===== config.mk =====
export PLATFORM = sky130hd
export DESIGN_NAME = burst_xfer_ctrl_flat
export DESIGN_NICKNAME = d
export VERILOG_FILES = /design/src/rtl/burst_xfer_ctrl_if.sv /design/src/rtl/burst_xfer_ctrl.sv /design/src/flat_wrapper.sv
export SDC_FILE = /design/constraint.sdc
export NUM_CORES = 1
export LEC_CHECK = 0
export ABC_AREA = 1
export CAP_MARGIN = 20
export CORE_ASPECT_RATIO = 1.25
export CORE_MARGIN = 4
export CORE_UTILIZATION = 35
export DETAILED_ROUTE_END_ITERATION = 12
export PLACE_DENSITY = 0.69
export REMOVE_ABC_BUFFERS = 1
export SETUP_SLACK_MARGIN = 0.1
export SLEW_MARGIN = 10
export SYNTH_ARGS = -nofsm -noshare
export SYNTH_HDL_FRONTEND = slang
export SYNTH_SLANG_ARGS = --single-unit

===== constraint.sdc =====
create_clock -name clock -period 1.64 [get_ports clock]
set_input_delay 0.328 -clock clock [delete_from_list [all_inputs] [get_ports clock]]
set_output_delay 0.328 -clock clock [all_outputs]
set_load 0.05 [all_outputs]

===== src/rtl/burst_xfer_ctrl_if.sv =====
// Bundle of grant, requester and shared write-bus signals around the
// burst transfer controller. The controller uses the slave view; whatever
// drives grants, requester data and the bus sink uses the master view.
interface burst_xfer_ctrl_if #(
    parameter int DW   = 8,
    parameter int AW   = 8,
    parameter int LENW = 4
);
    logic            gnt_0;
    logic            gnt_1;
    logic [AW-1:0]   addr_0;
    logic [LENW-1:0] len_0;
    logic [DW-1:0]   data_0;
    logic [AW-1:0]   addr_1;
    logic [LENW-1:0] len_1;
    logic [DW-1:0]   data_1;
    logic            rd_0;
    logic            rd_1;
    logic            done_0;
    logic            done_1;
    logic            abort;
    logic            bus_valid;
    logic [AW-1:0]   bus_addr;
    logic [DW-1:0]   bus_data;
    logic            bus_last;
    logic            bus_ready;
    logic            busy;

    modport slave (
        input  gnt_0, gnt_1, addr_0, len_0, data_0, addr_1, len_1, data_1, bus_ready,
        output rd_0, rd_1, done_0, done_1, abort, bus_valid, bus_addr, bus_data,
               bus_last, busy
    );

    modport master (
        output gnt_0, gnt_1, addr_0, len_0, data_0, addr_1, len_1, data_1, bus_ready,
        input  rd_0, rd_1, done_0, done_1, abort, bus_valid, bus_addr, bus_data,
               bus_last, busy
    );
endinterface


===== src/rtl/burst_xfer_ctrl.sv =====
// Burst transfer controller downstream of a two-requester arbiter.
// Latches the granted requester's start address and length, streams its
// beats onto a shared write bus, pulses done on completion (or abort if
// the grant is withdrawn mid-burst) and then waits for the grant release.
module burst_xfer_ctrl #(
    parameter int DW   = 8,
    parameter int AW   = 8,
    parameter int LENW = 4
) (
    input logic              clock,
    input logic              reset_n,
    burst_xfer_ctrl_if.slave bus
);

    typedef enum logic [2:0] {
        ST_IDLE  = 3'd0,
        ST_XFER0 = 3'd1,
        ST_XFER1 = 3'd2,
        ST_DONE  = 3'd3,
        ST_REL   = 3'd4
    } state_t;

    state_t          state_r, state_s;
    logic [AW-1:0]   start_r, start_s;
    logic [LENW-1:0] len_r, len_s;
    logic [LENW-1:0] beat_r, beat_s;
    logic            owner_r, owner_s;
    logic            abort_r, abort_s;
    logic            gnt_own_s;
    logic            last_s;
    logic            xfer_s;

    // State and burst-context registers; reset abandons any burst silently.
    always_ff @(posedge clock or negedge reset_n) begin
        if (!reset_n) begin
            state_r <= ST_IDLE;
            start_r <= {AW{1'b0}};
            len_r   <= {LENW{1'b0}};
            beat_r  <= {LENW{1'b0}};
            owner_r <= 1'b0;
            abort_r <= 1'b0;
        end else begin
            state_r <= state_s;
            start_r <= start_s;
            len_r   <= len_s;
            beat_r  <= beat_s;
            owner_r <= owner_s;
            abort_r <= abort_s;
        end
    end

    // Next-state logic: grant pickup, beat counting, completion and release.
    always_comb begin
        state_s   = state_r;
        start_s   = start_r;
        len_s     = len_r;
        beat_s    = beat_r;
        owner_s   = owner_r;
        abort_s   = 1'b0;
        gnt_own_s = owner_r ? bus.gnt_1 : bus.gnt_0;
        last_s    = (beat_r == len_r);
        case (state_r)
            ST_IDLE: begin
                // Requester 0 wins if both grants are (illegally) high.
                if (bus.gnt_0) begin
                    start_s = bus.addr_0;
                    len_s   = bus.len_0;
                    beat_s  = {LENW{1'b0}};
                    owner_s = 1'b0;
                    state_s = ST_XFER0;
                end else if (bus.gnt_1) begin
                    start_s = bus.addr_1;
                    len_s   = bus.len_1;
                    beat_s  = {LENW{1'b0}};
                    owner_s = 1'b1;
                    state_s = ST_XFER1;
                end else begin
                    state_s = ST_IDLE;
                end
            end
            ST_XFER0, ST_XFER1: begin
                // A final beat accepted together with a grant drop still
                // completes the burst; otherwise a grant drop aborts it.
                if (bus.bus_ready && last_s) begin
                    state_s = ST_DONE;
                end else if (!gnt_own_s) begin
                    abort_s = 1'b1;
                    state_s = ST_IDLE;
                end else if (bus.bus_ready) begin
                    beat_s = beat_r + {{(LENW-1){1'b0}}, 1'b1};
                end else begin
                    state_s = state_r;
                end
            end
            ST_DONE: begin
                state_s = ST_REL;
            end
            ST_REL: begin
                if (!gnt_own_s) begin
                    state_s = ST_IDLE;
                end else begin
                    state_s = ST_REL;
                end
            end
            default: begin
                state_s = ST_IDLE;
            end
        endcase
    end

    // Output decode: bus beat from burst context, data passed through live.
    always_comb begin
        xfer_s        = (state_r == ST_XFER0) || (state_r == ST_XFER1);
        bus.bus_valid = xfer_s;
        bus.bus_last  = xfer_s && last_s;
        bus.rd_0      = (state_r == ST_XFER0) && bus.bus_ready;
        bus.rd_1      = (state_r == ST_XFER1) && bus.bus_ready;
        bus.done_0    = (state_r == ST_DONE) && !owner_r;
        bus.done_1    = (state_r == ST_DONE) && owner_r;
        bus.abort     = abort_r;
        bus.busy      = (state_r != ST_IDLE);
        if (xfer_s) begin
            bus.bus_addr = start_r + AW'(beat_r);
        end else begin
            bus.bus_addr = {AW{1'b0}};
        end
        case (state_r)
            ST_XFER0: bus.bus_data = bus.data_0;
            ST_XFER1: bus.bus_data = bus.data_1;
            default:  bus.bus_data = {DW{1'b0}};
        endcase
    end

endmodule


===== src/flat_wrapper.sv =====
// flat-port wrapper written by rule: the top's interface ports become plain ports
module burst_xfer_ctrl_flat 
#(
    parameter int DW   = 8,
    parameter int AW   = 8,
    parameter int LENW = 4
)
  (clock, reset_n, bus_gnt_0, bus_gnt_1, bus_addr_0, bus_len_0, bus_data_0, bus_addr_1, bus_len_1, bus_data_1, bus_bus_ready, bus_rd_0, bus_rd_1, bus_done_0, bus_done_1, bus_abort, bus_bus_valid, bus_bus_addr, bus_bus_data, bus_bus_last, bus_busy);
  burst_xfer_ctrl_if #(.DW(DW), .AW(AW), .LENW(LENW)) bus_i ();
  input logic clock;
  input logic reset_n;
  input wire logic [$bits(bus_i.gnt_0)-1:0] bus_gnt_0;
  input wire logic [$bits(bus_i.gnt_1)-1:0] bus_gnt_1;
  input wire logic [$bits(bus_i.addr_0)-1:0] bus_addr_0;
  input wire logic [$bits(bus_i.len_0)-1:0] bus_len_0;
  input wire logic [$bits(bus_i.data_0)-1:0] bus_data_0;
  input wire logic [$bits(bus_i.addr_1)-1:0] bus_addr_1;
  input wire logic [$bits(bus_i.len_1)-1:0] bus_len_1;
  input wire logic [$bits(bus_i.data_1)-1:0] bus_data_1;
  input wire logic [$bits(bus_i.bus_ready)-1:0] bus_bus_ready;
  output wire logic [$bits(bus_i.rd_0)-1:0] bus_rd_0;
  output wire logic [$bits(bus_i.rd_1)-1:0] bus_rd_1;
  output wire logic [$bits(bus_i.done_0)-1:0] bus_done_0;
  output wire logic [$bits(bus_i.done_1)-1:0] bus_done_1;
  output wire logic [$bits(bus_i.abort)-1:0] bus_abort;
  output wire logic [$bits(bus_i.bus_valid)-1:0] bus_bus_valid;
  output wire logic [$bits(bus_i.bus_addr)-1:0] bus_bus_addr;
  output wire logic [$bits(bus_i.bus_data)-1:0] bus_bus_data;
  output wire logic [$bits(bus_i.bus_last)-1:0] bus_bus_last;
  output wire logic [$bits(bus_i.busy)-1:0] bus_busy;
  assign bus_i.gnt_0 = bus_gnt_0;
  assign bus_i.gnt_1 = bus_gnt_1;
  assign bus_i.addr_0 = bus_addr_0;
  assign bus_i.len_0 = bus_len_0;
  assign bus_i.data_0 = bus_data_0;
  assign bus_i.addr_1 = bus_addr_1;
  assign bus_i.len_1 = bus_len_1;
  assign bus_i.data_1 = bus_data_1;
  assign bus_i.bus_ready = bus_bus_ready;
  assign bus_rd_0 = bus_i.rd_0;
  assign bus_rd_1 = bus_i.rd_1;
  assign bus_done_0 = bus_i.done_0;
  assign bus_done_1 = bus_i.done_1;
  assign bus_abort = bus_i.abort;
  assign bus_bus_valid = bus_i.bus_valid;
  assign bus_bus_addr = bus_i.bus_addr;
  assign bus_bus_data = bus_i.bus_data;
  assign bus_bus_last = bus_i.bus_last;
  assign bus_busy = bus_i.busy;
  burst_xfer_ctrl #(.DW(DW), .AW(AW), .LENW(LENW)) u_core (.clock(clock), .reset_n(reset_n), .bus(bus_i));
endmodule

==> results of run 1 <==
worst max-delay path by stage:
stage / slack, ns / to / cells past startpoint / startpoint
after floorplan: -0.72 / bus_bus_addr[4] / 5 / u_core.beat_r[0]
after global placement: -0.32 / bus_bus_addr[6] / 8 / u_core.beat_r[0]
after detailed placement: -0.36 / bus_bus_addr[6] / 8 / u_core.beat_r[0]
after CTS: -0.51 / bus_bus_addr[2] / 6 / u_core.start_r[0]
after global routing: -0.62 / bus_bus_addr[6] / 8 / u_core.beat_r[0]
final: -0.57 / bus_bus_addr[6] / 8 / u_core.beat_r[0]
sequential cells by signal, indices dropped and copies added (netlist names):
| signal | cells |
|---|---|
| u_core.len_r | 4 |
| u_core.beat_r | 4 |
| u_core.state_r | 3 |
| u_core.bus.abort | 1 |
| u_core.start_r | 8 |
| u_core.owner_r | 1 |
what timing repair did:
action                                  4_1_cts  5_1_grt
pin swaps                                    24       29
resized for setup                           111       35
buffers inserted                             16       14
cloned                                        3        1
endpoints found under the setup margin       41       43
worst max-delay path: cells and delay by family, from the launching register on:
family | cells | cell delay [ns]
buf+inv | 1 | 0.15
fa+ha+maj | 2 | 0.59
simple gates | 5 | 0.45
flops | 1 | 0.41
Yosys cell counts:
library cell / instances
or2_0: 9
xnor2_1: 2
buf_4: 1
inv_2: 4
or2_1: 4
fa_1: 1
o21ai_0: 16
inv_1: 27
nand4_1: 1
a31oi_1: 1
nand4_4: 1
ha_1: 5
buf_2: 1
dfrtp_1: 21
a21oi_1: 7
nand2_8: 1
nor2_1: 19
buf_6: 1
o211ai_1: 12
nand2_1: 42
o21a_1: 1
xor2_1: 1
nand2_2: 2
o21ai_1: 8
nand2_4: 2
nand3_2: 1
o21bai_2: 1
nor2_2: 4
o31ai_1: 1
clkbuf_1: 4
nand3_1: 25
through the flow:
step / setup slack (ns) / instances
2_1_floorplan: -0.722 / 219
3_3_place_gp: -0.315 / 375
3_5_place_dp: -0.359 / 375
4_1_cts: -0.515 / 397
5_1_grt: -0.624 / 410
6_report: -0.567 / 410
routing by layer:
metal  routed length [um]  global-route usage (%)
met5                    0                       0
met1                 2760                    26.3
met4                  377                    12.6
met3                  467                    5.80
met2                 4110                    45.7
cell type report:
cell class | count | area [um2] | share of cell area (%)
timing repair buffer | 128 | 1500 | 40.7
inverter | 31 | 116 | 3.16
clock inverter | 1 | 5.00 | 0.136
clock buffer | 3 | 41.3 | 1.12
antenna | 1 | 2.50 | 0.0679
sequential | 21 | 532 | 14.4
multi-input combinational | 167 | 1420 | 38.5
tap | 58 | 72.6 | 1.97
where the power goes:
group          switching, mW  internal, mW  total (mW)
Combinational           3.47          3.07        6.54
Clock                  0.195         0.170       0.365
Sequential             0.267         0.750        1.02
cells by family (layout without fill, tap and decap cells):
logic type / count (synthesis) / in the layout
adders and majority gates: 6 / 6
DFF: 21 / 21
other: 0 / 1
xor gates and xnor gates: 3 / 3
buffers and inverters: 38 / 163
and+or+nand+nor: 111 / 111
AOI/OAI and AO/OA: 47 / 47
==> results.md, run 1 <==
* Slew HR at a little under 80%
* DP Wirelength at 3830 um
* Critical Path RT at 1.31 ns
* DR WL/cell at between 15 and 20 um
* Clock Skews at approximately 0.0035 ns
* Final nets at a little over 400
* Most frequent cells in the layout: 43 x clkdlybuf4s50_1, 40 x buf_4, 30 x nand2_1, 25 x buf_12, 23 x inv_1
* Worst Path Arrival at 1.88 ns
* CP Capture Type: output port
* Largest area contributor in the netlist: dfrtp_1
* Max Fanout on Critical Path at 4
* CTS tree: done
* Worst setup margin at -0.567 ns
* Post-Route WL at 7710 um
* Fillers at approximately 240
* Post-Synthesis Cells at 226
* Tot Pwr at 7.93 mW
* Fin crit share at 135%
* Boundary pin count at 69
* Fin area at 3690 um2
* DRC viols at 0
* Die Width at 68.9 um
* Clock-pin slew on the worst setup and hold paths at 0.09 ns
* R2R Setup Slk at -0.12 ns
* Reg2reg path depth at 9
* Final core occ at 83.3%
* Seq cells post-synth at 21
* Clock Tree Root: clkbuf_8
* R2R Path Start: u_core.state_r[0]
* YS warnings at 0
* Area grow syn2layout at 127%
* Final Slew Violations at 0
* Slew of the pin with the lowest slew margin at 0.305 ns
* Hold WS at 0.398 ns
* CTS Sinks at 21
* Core area at about 4400 um2
* Final Hold Fails at 0
* Worst min path class: in2async
* Clock buffer count from CTS at 3
* Synthesized area at 1620 um2
* Multiplexer share of the synthesized area at 0%
* Register area share after synthesis at between 30% and 40%
* Initial antenna violation count at 1
* LEAKAGE at 1.59 nW
* Max-cap violations at 0
* Critical Path Most Common Cell: nand3_2
* GP Congestion at 0.805
* Setup crit start kind: register
* Die area at about 5800 um2
* Initial DRT Pass Iterations at 4
* Final setup violation count at between 40 and 50
* Synth Area in Adders at 5.10%
* GRT overflow at 0
* Global Route Usage Sum at 25.4%
* Main combinational cell family by area after synthesis: simple AND/OR/NAND/NOR gates
* Vias in the first global route at 2334
* CP cell instances: ha_2, fa_2, nand3_2, nand2_4, nand3_2, nand2_2, nor2_4, buf_12
* Violated checks: setup timing
* CP Class: reg2out
* Syn_area_per_cell at around 7.2 um2
* Starting Density at 36.6%
* RSZ-0062 raised after global routing: yes
* Simple-gate share of the synthesized area at 34.1%
* Synth Area in Compound Gates at 17.1%
* Post-Synth XOR/XNOR Area at 1.62%
* Die height at ~84 um
* Vias at 2194
* Leading cell type in the layout, fill and taps excluded: clkdlybuf4s50_1
* Max VDD drop at 0.00127 V
* Initial drt markers at roughly 110
* Worst-Skew Late Latency at 0.27 ns
* R2R Path End: u_core.start_r[0]
* Cts hold-fix bufs at 0
* Synth top area share at between 30% and 40%
* Synth unique cells at 31
* Status: complete, but fails checks
* Power Density at 2150 nW/um2
* CTS max path bufs at 2
* Critical path's slowest cell: dfrtp_1
* DRT antenna net count at 0
* Fmax at around 0.45 GHz
* Share of layout cells above drive strength 1 at 49.6%
* Setup TNS at -7.61 ns
* Placed cell areas at around 2800 um2
* Synth area leaders: dfrtp_1 32%, nand2_1 9.7%, nand3_1 7.7%
* Via density at 5.35
* Largest net degree at the start of global routing at 22
* Slowest stage delay, CP at 0.41 ns
* Placement row count at 27
* Max H-tree Level at 1
* First-pass GRT wire length at between 10000 and 15000 um
* Min Tclk post-route at 2.21 ns
* PortBufs at 68
Power figures use the tool's default switching activity.
==> run 2: changes to the inputs <==
--- a/config.mk
+++ b/config.mk
@@ -10,6 +10,7 @@
 export CORE_ASPECT_RATIO = 1.25
 export CORE_MARGIN = 4
 export CORE_UTILIZATION = 35
+export CTS_BUF_LIST = sky130_fd_sc_hd__clkbuf_2
 export DETAILED_ROUTE_END_ITERATION = 12
 export PLACE_DENSITY = 0.69
 export REMOVE_ABC_BUFFERS = 1
==> results.md, run 2 (same netlist as run 1, synthesis figures left out) <==
* Status: complete, but fails checks
* Violated checks: setup timing
* LEAKAGE at 1.55 nW
* Fin crit share at 142%
* Setup TNS at -10.90 ns
* Max VDD drop at 0.00142 V
* Fin area at around 3500 um2
* Clock-pin slew on the worst setup and hold paths at 0.25 ns
* Critical path's slowest cell: dfrtp_1
* Starting Density at about 37%
* Die Width at 68.9 um
* Post-Route WL at 6990 um
* Final nets at 398
* CP cell instances: ha_2, fa_2, buf_4, xnor2_2, nor2_2, buf_12
* Combinational share of power at 83.1%
* Area grow syn2layout at 118%
* R2R Path Start: u_core.state_r[0]
* Die height at 84.1 um
* R2R Path End: u_core.beat_r[2]
* Fmax at approximately 0.43 GHz
* Final setup violation count at 41
* Register area at between 500 and 600 um2
* Die area at roughly 5800 um2
* CTS Sinks at 21
* Max Fanout on Critical Path at 2
* Worst min path class: in2async
* Slew of the pin with the lowest slew margin at approximately 0.31 ns
* Core area at 4430 um2
* Leading cell type in the layout, fill and taps excluded: clkdlybuf4s50_1
* Reg2reg path depth at 11
* CTS tree: done
* Sw Share at 50.4%
* GP Congestion at 0.805
* Vias at 2091
* Placed cell areas at between 2000 and 3000 um2
* Vias in the first global route at 2136
* GRT overflow at 0
* Largest register FFs at 8
* R2R Setup Slk at -0.25 ns
* Switching Power at ~3.7 mW
* DRT antenna net count at 0
* Worst setup margin at -0.687 ns
* Reg power frac at 13.6%
* Initial DRT Pass Iterations at 4
* Top reg by flops: u_core.start_r
* Placement row count at 27
* Antenna cells at 0
* DP Wirelength at 3830 um
* Clock buffer count from CTS at 3
* Initial drt markers at 91
* Most frequent cells in the layout: 44 x clkdlybuf4s50_1, 30 x buf_4, 28 x nand2_1, 25 x buf_6, 24 x inv_1
* Final Hold Fails at 0
* Boundary pin count at 69
* Max-cap violations at 0
* Worst Path Arrival at 2.00 ns
* Power Internal at 3.64 mW
* RSZ-0062 raised after global routing: yes
* CTS max path bufs at 2
* DR WL/cell at between 15 and 20 um
* Share of layout cells above drive strength 1 at 48.8%
* Final Slew Violations at 0
* Biggest regs: u_core.start_r x8, u_core.beat_r x4, u_core.len_r x4
* Clock Skews at between 0.015 and 0.02 ns
* Critical Path RT at 1.31 ns
* Max H-tree Level at 1
* Fillers at 276
* Global Route Usage Sum at between 20% and 30%
* First-pass GRT wire length at ~9600 um
* PortBufs at 68
* CP Class: reg2out
* Worst-Skew Late Latency at 0.36 ns
* Min Tclk post-route at between 2 and 2.5 ns
* DRC viols at 0
* Largest net degree at the start of global routing at 22
* Power Density at 2070 nW/um2
* Hold WS at 0.266 ns
* DP Worst Slack at -0.359 ns
* Slowest stage delay, CP at 0.45 ns
* CP Capture Type: output port
* Setup crit start kind: register
* Multi-input gate area at 1370 um2
* Slew HR at 79.1%
* Clock network fraction of design power at 3.4%
* Via density at 5.18
* Clock Tree Root: clkbuf_2
* Initial antenna violation count at 0
-- run 2: per-stage QoR --
stage,util (%),power [mW],std cells
2_1_floorplan,-,3.15,219
3_5_place_dp,63.0,5.20,375
4_1_cts,74.4,6.57,393
6_report,79.9,7.33,404
3_3_place_gp,63.0,5.13,375
5_1_grt,79.9,7.69,404
-- run 2: layout make-up --
class | instances | area share [%]
multi-input cells | 167 | 38.7
clock inverters | 1 | 0.142
flip-flops and latches | 21 | 15.0
inverters | 31 | 3.36
well taps | 58 | 2.05
repair buffers | 123 | 40.4
clock buffers | 3 | 0.425
-- run 2: power by group through the flow --
stage,Sequential (mW),Combinational (mW),Clock [mW]
2_1_floorplan,0.946,2.21,0
3_3_place_gp,0.908,4.22,0
3_5_place_dp,0.918,4.28,0
4_1_cts,0.965,5.37,0.231
5_1_grt,1.02,6.40,0.270
6_report,0.995,6.09,0.246
-- run 2: critical path: cells and delay by family, from the launching register on --
kind | cells | cell delay [ns]
XOR/XNOR | 1 | 0.13
AND/OR/NAND/NOR | 1 | 0.17
flip-flops | 1 | 0.45
buffers and inverters | 2 | 0.31
adder cells (fa/ha/maj) | 2 | 0.56
-- run 2: worst max path at each step --
stage | start | to | slack [ns] | depth (start not counted)
2_1_floorplan | u_core.beat_r[0] | bus_bus_addr[4] | -0.72 | 5
3_3_place_gp | u_core.beat_r[0] | bus_bus_addr[6] | -0.32 | 8
3_5_place_dp | u_core.beat_r[0] | bus_bus_addr[6] | -0.36 | 8
4_1_cts | u_core.start_r[0] | bus_bus_addr[2] | -0.57 | 6
5_1_grt | u_core.start_r[0] | bus_bus_addr[2] | -0.75 | 6
6_report | u_core.start_r[0] | bus_bus_addr[2] | -0.69 | 6
-- run 2: routing by layer --
metal,track usage (%),up-vias,part of all wire [%],wire (um)
met5,0,-,0,0
met4,10.1,0,3.3,229
met3,3.91,25,5.3,370
met2,37.7,85,54,3750
met1,23.4,997,38,2640
li1,-,984,-,-
-- run 2: repair_timing --
| item | 4_1_cts | 5_1_grt |
|---|---|---|
| resized for setup | 91 | 52 |
| pin swaps | 25 | 23 |
| hold buffers | 0 | 0 |
| endpoints found under the setup margin | 41 | 43 |
| buffers inserted | 13 | 12 |
| cloned | 1 | 2 |
